## config.mk

```make
export PLATFORM = sky130hd
export DESIGN_NAME = ring_osc_freq_meter
export DESIGN_NICKNAME = d
export VERILOG_FILES = /design/src/rtl/ring_osc_freq_meter.sv
export SDC_FILE = /design/constraint.sdc
export NUM_CORES = 1
export LEC_CHECK = 0
export CELL_PAD_IN_SITES_DETAIL_PLACEMENT = 0
export CELL_PAD_IN_SITES_GLOBAL_PLACEMENT = 1
export CORE_MARGIN = 2
export CORE_UTILIZATION = 41
export CTS_CLUSTER_SIZE = 12
export DETAILED_ROUTE_END_ITERATION = 10
export HOLD_SLACK_MARGIN = 0.08
export PLACE_DENSITY = 0.82
export SYNTH_ARGS = -nofsm -noshare
export SYNTH_HDL_FRONTEND = slang
export SYNTH_SLANG_ARGS = --single-unit
```

## constraint.sdc

```tcl
create_clock -name clk -period 4.5 [get_ports clk]
set_clock_uncertainty 0.1 [all_clocks]
set_input_delay 0.9 -clock clk [delete_from_list [all_inputs] [get_ports clk]]
set_output_delay 0.9 -clock clk [all_outputs]
set_load 0.02 [all_outputs]
```

## src/rtl/ring_osc_freq_meter.sv

```systemverilog
// ring_osc_freq_meter
// Enables a ring oscillator, lets it settle, then counts rising edges of its
// (asynchronous, synchronized) output over a programmable window of clk
// cycles and presents the result with a valid flag.
//
// Optional build macro: FREQ_METER_SATURATE_EN
//   defined   -> count saturates at all-ones and the sticky o_ovf port exists
//   undefined -> count wraps modulo 2^CNT_W and there is no o_ovf port
//
// Handshake: i_start is a single-cycle request, accepted only when the meter
// is not busy (IDLE or DONE); a start seen while busy is dropped and does not
// relatch i_win_len. o_count_valid is a level: it rises when the window
// closes and stays high, with o_count stable, until the next accepted start,
// an abort of a running measurement, or rst. i_abort only acts while busy and
// takes priority over i_start in the same cycle.

module ring_osc_freq_meter #(
    parameter int CNT_W       = 16,
    parameter int WIN_W       = 16,
    parameter int SETTLE      = 4,
    parameter int SYNC_STAGES = 2
) (
    input  logic             clk,
    input  logic             rst,
    input  logic             i_start,
    input  logic             i_abort,
    input  logic [WIN_W-1:0] i_win_len,
    input  logic             i_osc_in,
    output logic             o_osc_en,
    output logic             o_busy,
    output logic [CNT_W-1:0] o_count,
    output logic             o_count_valid,
`ifdef FREQ_METER_SATURATE_EN
    output logic             o_ovf,
`endif
    output logic [1:0]       o_dbg_state
);

    // ------------------------------------------------------------------
    // State encoding and constants
    // ------------------------------------------------------------------
    localparam logic [1:0] S_IDLE  = 2'd0;
    localparam logic [1:0] S_ARM   = 2'd1;
    localparam logic [1:0] S_COUNT = 2'd2;
    localparam logic [1:0] S_DONE  = 2'd3;

    // The settle timer runs SETTLE..0, so it needs to hold SETTLE itself.
    localparam int SET_W = $clog2(SETTLE + 1);

    localparam logic [SET_W-1:0] SETTLE_V = SET_W'(SETTLE);
    localparam logic [SET_W-1:0] SET_ONE  = SET_W'(1);
    localparam logic [WIN_W-1:0] WIN_ONE  = WIN_W'(1);
    localparam logic [CNT_W-1:0] CNT_ONE  = CNT_W'(1);

    // ------------------------------------------------------------------
    // Registers and internal wires
    // ------------------------------------------------------------------
    logic [SYNC_STAGES-1:0] r_sync;
    logic                   r_prev;
    logic [1:0]             r_state;
    logic [WIN_W-1:0]       r_win;
    logic [WIN_W-1:0]       r_win_cnt;
    logic [SET_W-1:0]       r_settle;
    logic [CNT_W-1:0]       r_count;
    logic                   r_valid;
    logic                   r_osc_en;
`ifdef FREQ_METER_SATURATE_EN
    logic                   r_ovf;
`endif

    logic       w_rise;
    logic       w_meas;
    logic       w_start_acc;
    logic       w_abort_acc;
    logic [1:0] w_state_nxt;
    logic       w_nxt_meas;

    // ------------------------------------------------------------------
    // Synchronizer and rising-edge detector
    // ------------------------------------------------------------------

    // Bring the free-running oscillator into the clk domain; runs in every state.
    always_ff @(posedge clk) begin
        if (rst) begin
            r_sync <= '0;
            r_prev <= 1'b0;
        end else begin
            r_sync <= {r_sync[SYNC_STAGES-2:0], i_osc_in};
            r_prev <= r_sync[SYNC_STAGES-1];
        end
    end

    assign w_rise = r_sync[SYNC_STAGES-1] & ~r_prev;

    // ------------------------------------------------------------------
    // Control FSM
    // ------------------------------------------------------------------

    // ARM and COUNT together form the "measurement in progress" window.
    assign w_meas      = (r_state == S_ARM) || (r_state == S_COUNT);
    assign w_abort_acc = i_abort && w_meas;
    assign w_start_acc = i_start && !w_meas;

    // Next-state decode: abort wins over everything while a measurement runs.
    always_comb begin
        w_state_nxt = r_state;
        case (r_state)
            S_IDLE, S_DONE: begin
                if (w_start_acc) begin
                    w_state_nxt = S_ARM;
                end
            end
            S_ARM: begin
                if (w_abort_acc) begin
                    w_state_nxt = S_IDLE;
                end else if (r_settle == '0) begin
                    // An empty window skips counting altogether.
                    w_state_nxt = (r_win == '0) ? S_DONE : S_COUNT;
                end
            end
            S_COUNT: begin
                if (w_abort_acc) begin
                    w_state_nxt = S_IDLE;
                end else if (r_win_cnt == '0) begin
                    w_state_nxt = S_DONE;
                end
            end
            default: begin
                w_state_nxt = S_IDLE;
            end
        endcase
    end

    assign w_nxt_meas = (w_state_nxt == S_ARM) || (w_state_nxt == S_COUNT);

    // State register.
    always_ff @(posedge clk) begin
        if (rst) begin
            r_state <= S_IDLE;
        end else begin
            r_state <= w_state_nxt;
        end
    end

    // ------------------------------------------------------------------
    // Settle and window timers
    // ------------------------------------------------------------------

    // Latch the window at accepted start; ARM spends SETTLE+1 cycles
    // (one launch cycle plus SETTLE with the oscillator enabled), then the
    // window timer counts win_len-1..0 through COUNT.
    always_ff @(posedge clk) begin
        if (rst) begin
            r_win     <= '0;
            r_settle  <= '0;
            r_win_cnt <= '0;
        end else if (w_start_acc) begin
            r_win    <= i_win_len;
            r_settle <= SETTLE_V;
        end else if (r_state == S_ARM) begin
            if (r_settle != '0) begin
                r_settle <= r_settle - SET_ONE;
            end
            // Preloaded every ARM cycle; only the value at ARM->COUNT matters.
            r_win_cnt <= r_win - WIN_ONE;
        end else if (r_state == S_COUNT) begin
            r_win_cnt <= r_win_cnt - WIN_ONE;
        end
    end

    // ------------------------------------------------------------------
    // Edge counter
    // ------------------------------------------------------------------

    // Count synchronized rising edges only while in COUNT.
    always_ff @(posedge clk) begin
        if (rst) begin
            r_count <= '0;
`ifdef FREQ_METER_SATURATE_EN
            r_ovf   <= 1'b0;
`endif
        end else if (w_start_acc || w_abort_acc) begin
            r_count <= '0;
`ifdef FREQ_METER_SATURATE_EN
            r_ovf   <= 1'b0;
`endif
        end else if ((r_state == S_COUNT) && w_rise) begin
`ifdef FREQ_METER_SATURATE_EN
            // Hold at all-ones and remember that an edge was lost.
            if (r_count == '1) begin
                r_ovf <= 1'b1;
            end else begin
                r_count <= r_count + CNT_ONE;
            end
`else
            r_count <= r_count + CNT_ONE;
`endif
        end
    end

    // ------------------------------------------------------------------
    // Result valid and oscillator enable
    // ------------------------------------------------------------------

    // count_valid rises on entry to DONE and holds until the next start or abort.
    always_ff @(posedge clk) begin
        if (rst) begin
            r_valid <= 1'b0;
        end else if (w_start_acc || w_abort_acc) begin
            r_valid <= 1'b0;
        end else if (w_meas && (w_state_nxt == S_DONE)) begin
            r_valid <= 1'b1;
        end
    end

    // Enable trails the FSM by one cycle: off during the launch cycle,
    // on for SETTLE+win_len cycles, off again as DONE or IDLE is entered.
    always_ff @(posedge clk) begin
        if (rst) begin
            r_osc_en <= 1'b0;
        end else begin
            r_osc_en <= w_meas && w_nxt_meas;
        end
    end

    // ------------------------------------------------------------------
    // Outputs
    // ------------------------------------------------------------------
    assign o_osc_en      = r_osc_en;
    assign o_busy        = w_meas;
    assign o_count       = r_count;
    assign o_count_valid = r_valid;
    assign o_dbg_state   = r_state;
`ifdef FREQ_METER_SATURATE_EN
    assign o_ovf         = r_ovf;
`endif

endmodule
```

## Yosys cells after proc, flatten, opt, wreduce, memory -nomap -nowiden

Index checks and enable logic that the tools add are counted.

- Flip-flop bits (word level): 58
- Input port bits: 21
- Logic and storage cells: 58

- Add/sub/neg operators: 4
- Eq/ne operators: 6
- Muxes and demuxes: 12
- Bitwise logic cells: 3
- Reduce and logical (&&, ||, !) cells: 23

Operators by type and width:

| kind | number |
|---|---|
| $logic_not 16->1 | 2 |
| $mux 16 | 2 |
| $sub 16x1->16 const B | 2 |
| $add 16x1->16 const B | 1 |
| $mux 2 | 5 |
| $mux 3 | 3 |
| $eq 2x2->1 const B | 4 |
| $pmux 2 s3 | 1 |
| $reduce_and 2->1 | 3 |
| $reduce_bool 2->1 | 3 |
| $reduce_or 2->1 | 3 |
| $logic_and 1x1->1 | 5 |
| $eq 2x1->1 const B | 2 |
| $logic_not 3->1 | 1 |
| $logic_or 1x1->1 | 3 |
| $reduce_bool 3->1 | 1 |
| $sub 3x1->3 const B | 1 |
| $logic_not 2->1 | 1 |
| $not 1->1 | 2 |
| $and 1x1->1 | 1 |
| $logic_not 1->1 | 1 |
| $mux 1 | 1 |

## Logic depth before layout (Yosys ltp)

Gate-level depths: netlist of run 1.

- Depth after elaboration: 9
- Gate-level depth with buffers: 13

## Worst setup path after synthesis of run 1

No wires, ideal clock.

- Kind: register to register
- From: register r_state[0], in the netlist o_dbg_state[0]
- To: register r_win_cnt[12]
- Arrival: 3.198 ns
- Data required time: 4.250 ns
- Path slack: 1.052 ns
- Stages on the path, launching flop included: 12
- Clock period less this slack: 3.448 ns
- Path through: dfxtp_1 ha_1 buf_2 buf_2 buf_2 buf_1 mux2i_1 ha_1 o221ai_1 or2_1 a2111oi_0 o221ai_1

- Cells in the longest elaborated chain, start to end: 6

RTL lines:

| element | RTL line | RTL |
|---|---|---|
| start, declared | 60 | `logic [1:0] r_state;` |
| start signal, assigned | 141 | `r_state <= w_state_nxt;` |
| $eq 2x1->1 or $eq 2x2->1 (tied branches) | 100, 160, 166 |  |
| $logic_or 1x1->1 | 100 | `assign w_meas = (r_state == S_ARM) \|\| (r_state == S_COUNT);` |
| $logic_not 1->1 | 102 | `assign w_start_acc = i_start && !w_meas;` |
| $logic_and 1x1->1 | 102 |  |
| $not 1->1 (no line) | n/a |  |
| $reduce_and 2->1 (no line) | n/a |  |
| end signal, assigned | 165 | `r_win_cnt <= r_win - WIN_ONE;` |
| end signal, assigned | 167 | `r_win_cnt <= r_win_cnt - WIN_ONE;` |
| end, declared | 62 | `logic [WIN_W-1:0] r_win_cnt;` |

Parallel ways exist; a longest one is shown, timed or not.
A chain may end at the register's enable or synchronous reset.

## Final worst setup path of run 1

- From: register r_state[1], in the netlist o_dbg_state[1]
- To: register r_win_cnt[12]

The elaborated chain is that of the path after synthesis.

==> results.tsv, run 1 <==
stage	metric	value	unit
cells_and_area	Design Area, Final	0.00381	mm²
synthesis	Post-synth EDFFs	0	
floorplanning	Starting Density	0.424	
synthesis	Mapped Area	0.00309	mm²
clocking	clk slew on worst S/H paths	0.07	ns
pwr	worst vdd ir	0.000325	V
job	MaxCap Viol Count	0	
clocking	Clock Latency Late Sink	0.35	ns
pwr	Pwr per Cell Area	700	mW/mm²
floorplanning	Die ar.	0.00825	mm²
timing	Slew HR	0.461	
placed_design	Area after DPL	0.00357	mm²
placed_design	Detailed Place HPWL	5470	µm
synthesis	sequential share of the synthesized area	0.376	
timing	Final Hold Viols	0	
clocking	TritonCTS Buffers	9	
cells_and_area	antenna cells	0	
pwr	P_leak	0.00135	µW
floorplanning	core area	0.00729	mm²
grt	gr ovfl total	0	
synthesis	async set-reset flop share out of synthesis	0	
critical_path	biggest fanout along the worst timing path	21	
critical_path	WP data required	4.60	ns
run_status	status	finished, final reports clean	
synthesis	Synth Net Count	412	
cells_and_area	Nets	447	
grt	first-pass GRT wire length	13500	µm
grt	vias in the first global route	2721	
timing	setup violators final	0	
critical_path	CP Launch Type	flop	
grt	Global Route Usage Sum	0.203	
route	total number of vias	2879	
cells_and_area	fillers	728	
clocking	Root Buffer	clkbuf_8	
critical_path	Buffers & Inverters on Critical Path	1	
timing	RSZ-0062 raised after global routing	false	
synthesis	flops & latches, synth	58	
floorplanning	Die Ht	90.8	µm
clocking	H-tree Lvls	3	
route	DR iter-0 viols	172	
synthesis	Syn Inst Count	384	
timing	fin crit period	3.28	ns
critical_path	CP max-delay cell	ha_1	
route	vias per cell	5.50	
timing	Least-Margin Pin Slew	0.802	ns
route	ANT nets after route	0	
route	WL final	7770	µm
clocking	Setup Fix Bufs, Post-CTS	0	
clocking	post-cts sizing count	0	
floorplanning	Horiz. Die Dim	90.8	µm
route	Post-route DRC	0	
route	WL/cell	14.8	µm
critical_path	WP data arrival	3.37	ns
grt	initial antenna violation count	0	
clocking	cts hold-fix bufs	0	
clocking	CTS tree	done	
min_path	Hold Path Origin	r_sync[0]$_SDFF_PP0_	
floorplanning	row cnt	31	
timing	Final period util	0.729	
critical_path	RR Startpoint	o_dbg_state[1]$_SDFF_PP0_	
synthesis	Ys Warns	0	
grt	largest net degree at the start of global routing	33	
clocking	CTS sink cnt	58	
critical_path	CP Class	reg2reg	
cells_and_area	Syn-to-layout area delta	23.3	%
timing	Max Clk Rate	305	MHz
critical_path	worst path cell trace	inv_1 -> ha_1 -> mux2i_1 -> ha_1 -> o221ai_1 -> or2_1 -> a2111oi_0 -> o221ai_1	
critical_path	crit end category	flop	
floorplanning	Ports	42	
critical_path	CP top delay family	compound AO/OA/AOI/OAI gates	
placed_design	Port Buffers	41	
synthesis	Yosys cell types	59	
synthesis	Post-synth top flop	dfxtp_1	
synthesis	Mapped Avg Cell Area	8.05	µm²
clocking	Clock Path Buffers	2	
route	drt first pass iters	4	
cells_and_area	layout cells sized above 1	0.0778	
cells_and_area	most frequent cells in the layout	nand2_1, dfxtp_1, a21oi_1, clkdlybuf4s50_1, nor2_1	
synthesis	area leader, netlist	dfxtp_1	
synthesis	post-synth top area share	0.376	
critical_path	CP peak stage delay	0.63	ns
timing	worst hold slack	0.342	ns
timing	setup_tns	0	ns
min_path	Hold Path Class	reg2reg	
placed_design	GP Congestion	0.857	
critical_path	Setup crit start	o_dbg_state[1]$_SDFF_PP0_	
synthesis	synth top area cells	dfxtp_1, nand2_1, a21oi_1	
timing	Max Slew Vio Count	0	
cells_and_area	fin util	0.523	
Yosys cell counts (all sizes together), types with 6 or more instances:
| library cell | instances |
|---|---|
| and2 | 6 |
| buf | 8 |
| o21ai | 14 |
| nand3 | 9 |
| nor4 | 7 |
| dfxtp | 58 |
| mux2i | 9 |
| nor3 | 16 |
| a21oi | 42 |
| inv | 7 |
| nor2 | 35 |
| ha | 7 |
| or3 | 6 |
| xor2 | 10 |
| clkbuf | 13 |
| nand2 | 58 |
worst register-to-register path, cell delays in order (launching register included):
cell and delay, ns:
dfxtp_1 0.34, inv_1 0.09, ha_1 0.63, mux2i_1 0.32, ha_1 0.29, o221ai_1 0.21, or2_1 0.33, a2111oi_0 0.60
o221ai_1 0.22
worst paths after layout:
path | endpoint | slack (ns) | cells after the start
setup / recovery | r_win_cnt[12]$_SDFFE_PP0P_ | 1.22 | 8
hold / removal | r_sync[1]$_SDFF_PP0_ | 0.34 | 1
setup reg to reg | r_win_cnt[12]$_SDFFE_PP0P_ | 1.22 | 8
hold reg to reg | r_sync[1]$_SDFF_PP0_ | 0.34 | 1
where the power goes:
group	leakage [µW]	switching, µW	internal (µW)	total [µW]
logic	0.000761	785	551	1340
clock network	0.000119	219	356	575
registers	0.000473	137	619	756
flip-flops by register name, summed over array words and instances, names as in the netlist:
signal and flops:
o_osc_en 1, o_dbg_state 2, r_win_cnt 16, o_count 16, r_settle 3, r_win 16, o_count_valid 1, r_prev 1
r_sync 2
area by class of cell:
type	instances	area, µm²	area share
Clock buffer	12	165	0.0433
Timing Repair Buffer	45	440	0.116
Clock inverter	4	72.6	0.0190
Multi-Input combinational cell	297	1820	0.477
Inverter	8	30.0	0.00788
Sequential cell	58	1160	0.305
Tap cell	99	124	0.0325
through the flow:
stage               cells  total power (µW)  worst slack [ns]
floorplan             384              1780              1.05
global placement      507              2070              1.37
detailed placement    507              2090              1.27
CTS                   523              2670              1.27
global route          523              2900             0.870
finish                523              2670              1.22
layer usage:
| metal | share of wire | wire [µm] | up-vias | track usage |
|---|---|---|---|---|
| li1 | - | - | 1453 | - |
| met1 | 0.48 | 3740 | 1343 | 0.280 |
| met2 | 0.45 | 3490 | 74 | 0.308 |
| met3 | 0.057 | 441 | 9 | 0.0518 |
| met4 | 0.013 | 100 | 0 | 0.0732 |
| met5 | 0 | 0 | - | 0 |
logic make-up after synthesis:
group | share of synthesized area
muxes | 0.0401
AOI/OAI and AO/OA | 0.202
buffers and inverters | 0.0364
DFF | 0.376
adders and majority gates | 0.0283
and+or+nand+nor | 0.275
xor gates and xnor gates | 0.0425
(Power assumes the default switching activity.)
==> run 2, diff against run 1 <==
--- a/config.mk
+++ b/config.mk
@@ -8,11 +8,11 @@
 export CELL_PAD_IN_SITES_DETAIL_PLACEMENT = 0
 export CELL_PAD_IN_SITES_GLOBAL_PLACEMENT = 1
 export CORE_MARGIN = 2
-export CORE_UTILIZATION = 41
+export CORE_UTILIZATION = 37
 export CTS_CLUSTER_SIZE = 12
 export DETAILED_ROUTE_END_ITERATION = 10
 export HOLD_SLACK_MARGIN = 0.08
-export PLACE_DENSITY = 0.82
+export PLACE_DENSITY = 0.78
 export SYNTH_ARGS = -nofsm -noshare
 export SYNTH_HDL_FRONTEND = slang
 export SYNTH_SLANG_ARGS = --single-unit
==> constraint.sdc (replaced) <==
create_clock -name clk -period 2.8 [get_ports clk]
set_clock_uncertainty 0.1 [all_clocks]
set_input_delay 0.56 -clock clk [delete_from_list [all_inputs] [get_ports clk]]
set_output_delay 0.56 -clock clk [all_outputs]
set_load 0.02 [all_outputs]
==> results.tsv, run 2 (same netlist as run 1, synthesis figures left out) <==
stage	metric	value	unit
route	DR top layer	met4	
clocking	post-cts sizing count	0	
floorplanning	Ports	42	
critical_path	CP Launch Type	flop	
floorplanning	core area	0.00818	mm²
pwr	Pwr per Cell Area	1090	mW/mm²
clocking	Root Buffer	clkbuf_8	
timing	fin crit period	2.61	ns
grt	initial antenna violation count	0	
pwr	P_leak	0.00137	µW
route	vias per cell	5.50	
timing	setup violators final	0	
critical_path	biggest fanout along the worst timing path	6	
route	WL met2	3620	µm
cells_and_area	Multi-input gate area	0.00184	mm²
timing	slack of the critical path	0.194	ns
critical_path	WP data required	2.14	ns
timing	Slew HR	0.608	
grt	first-pass GRT wire length	13200	µm
grt	Global Route Usage Sum	0.188	
floorplanning	row cnt	33	
floorplanning	Starting Density	0.378	
clocking	TritonCTS Buffers	9	
critical_path	WP data arrival	1.95	ns
cells_and_area	register area	0.00117	mm²
cells_and_area	Nets	457	
cells_and_area	most frequent cells in the layout	nand2_1, dfxtp_1, a21oi_1, clkdlybuf4s50_1, nor2_1	
timing	setup_tns	0	ns
clocking	CTS sink cnt	58	
grt	gr ovfl total	0	
grt	vias in the first global route	2608	
floorplanning	Die ar.	0.00910	mm²
route	M1 WL	4040	µm
cells_and_area	antenna cells	0	
timing	Final Hold Viols	0	
grt	largest net degree at the start of global routing	29	
timing	Max Clk Rate	384	MHz
floorplanning	Horiz. Die Dim	95.4	µm
cells_and_area	fillers	826	
route	met3 wire length	341	µm
clocking	Clock Latency Late Sink	0.34	ns
clocking	clk slew on worst S/H paths	0.07	ns
clocking	cts hold-fix bufs	0	
cells_and_area	most common cell after layout, fill and taps aside	nand2_1	
cells_and_area	Syn-to-layout area delta	24.4	%
pwr	worst vdd ir	0.000401	V
clocking	H-tree Lvls	3	
floorplanning	Die Ht	95.4	µm
timing	RSZ-0062 raised after global routing	false	
route	Post-route DRC	0	
route	drt first pass iters	5	
placed_design	Port Buffers	41	
critical_path	reg-to-reg slack, setup	0.32	ns
route	WL/cell	15.2	µm
cells_and_area	layout cells sized above 1	0.108	
placed_design	Detailed Place HPWL	5800	µm
critical_path	crit end category	output port	
route	ANT nets after route	0	
min_path	Hold Path Class	reg2reg	
run_status	status	finished, final reports clean	
placed_design	Post-Place Worst Slack	0.259	ns
route	WL final	8190	µm
placed_design	GP Congestion	0.874	
critical_path	CP Class	reg2out	
timing	Final period util	0.931	
route	total number of vias	2966	
timing	Least-Margin Pin Slew	0.587	ns
timing	Max Slew Vio Count	0	
clocking	Setup Fix Bufs, Post-CTS	0	
clocking	Clock Path Buffers	2	
clocking	CTS tree	done	
route	DR iter-0 viols	246	
job	MaxCap Viol Count	0	
run 2: critical path: stages, from the launching register on:
cell and delay, ns:
dfxtp_2 0.39, inv_1 0.06, ha_1 0.30, inv_1 0.19
clkdlybuf4s50_1 0.65
run 2: final cells by class:
class | instances | share of cell area
clock buffers | 11 | 0.0342
clock inverters | 5 | 0.00814
inverters | 8 | 0.00781
multi-input cells | 297 | 0.478
flip-flops and latches | 58 | 0.303
well taps | 105 | 0.0342
repair buffers | 55 | 0.134
run 2: power by group:
group / leakage [µW] / switching, µW / internal (µW)
combinational: 0.000813 / 1330 / 985
clock: 0.0000831 / 352 / 318
sequential: 0.000474 / 216 / 997
total: 0.00137 / 1900 / 2300
run 2: per-stage QoR:
stage | power [µW] | util | hold WS [ns] | area, µm² | cells
after floorplan | 2910 | - | 0.314 | 3130 | 384
after global placement | 3490 | 0.449 | 0.323 | 3670 | 522
after detailed placement | 3510 | 0.449 | 0.326 | 3670 | 522
after CTS | 4180 | 0.469 | 0.348 | 3840 | 538
after global routing | 4520 | 0.470 | 0.371 | 3840 | 539
final | 4200 | 0.470 | 0.346 | 3840 | 539
run 2: final timing paths:
path                             startpoint                   endpoint  depth (start not counted)
setup / recovery  o_dbg_state[0]$_SDFF_PP0_                     o_busy                          4
hold reg to reg        r_sync[0]$_SDFF_PP0_       r_sync[1]$_SDFF_PP0_                          1
hold / removal         r_sync[0]$_SDFF_PP0_       r_sync[1]$_SDFF_PP0_                          1
setup reg to reg  o_dbg_state[1]$_SDFF_PP0_  r_win_cnt[8]$_SDFFE_PP0P_                          9
run 2: per-layer routing:
metal  global-route usage  vias to the layer above
met5                    0                        -
met4               0.0738                        0
met3               0.0379                       17
met2                0.268                       71
met1                0.278                     1410
li1                     -                     1468
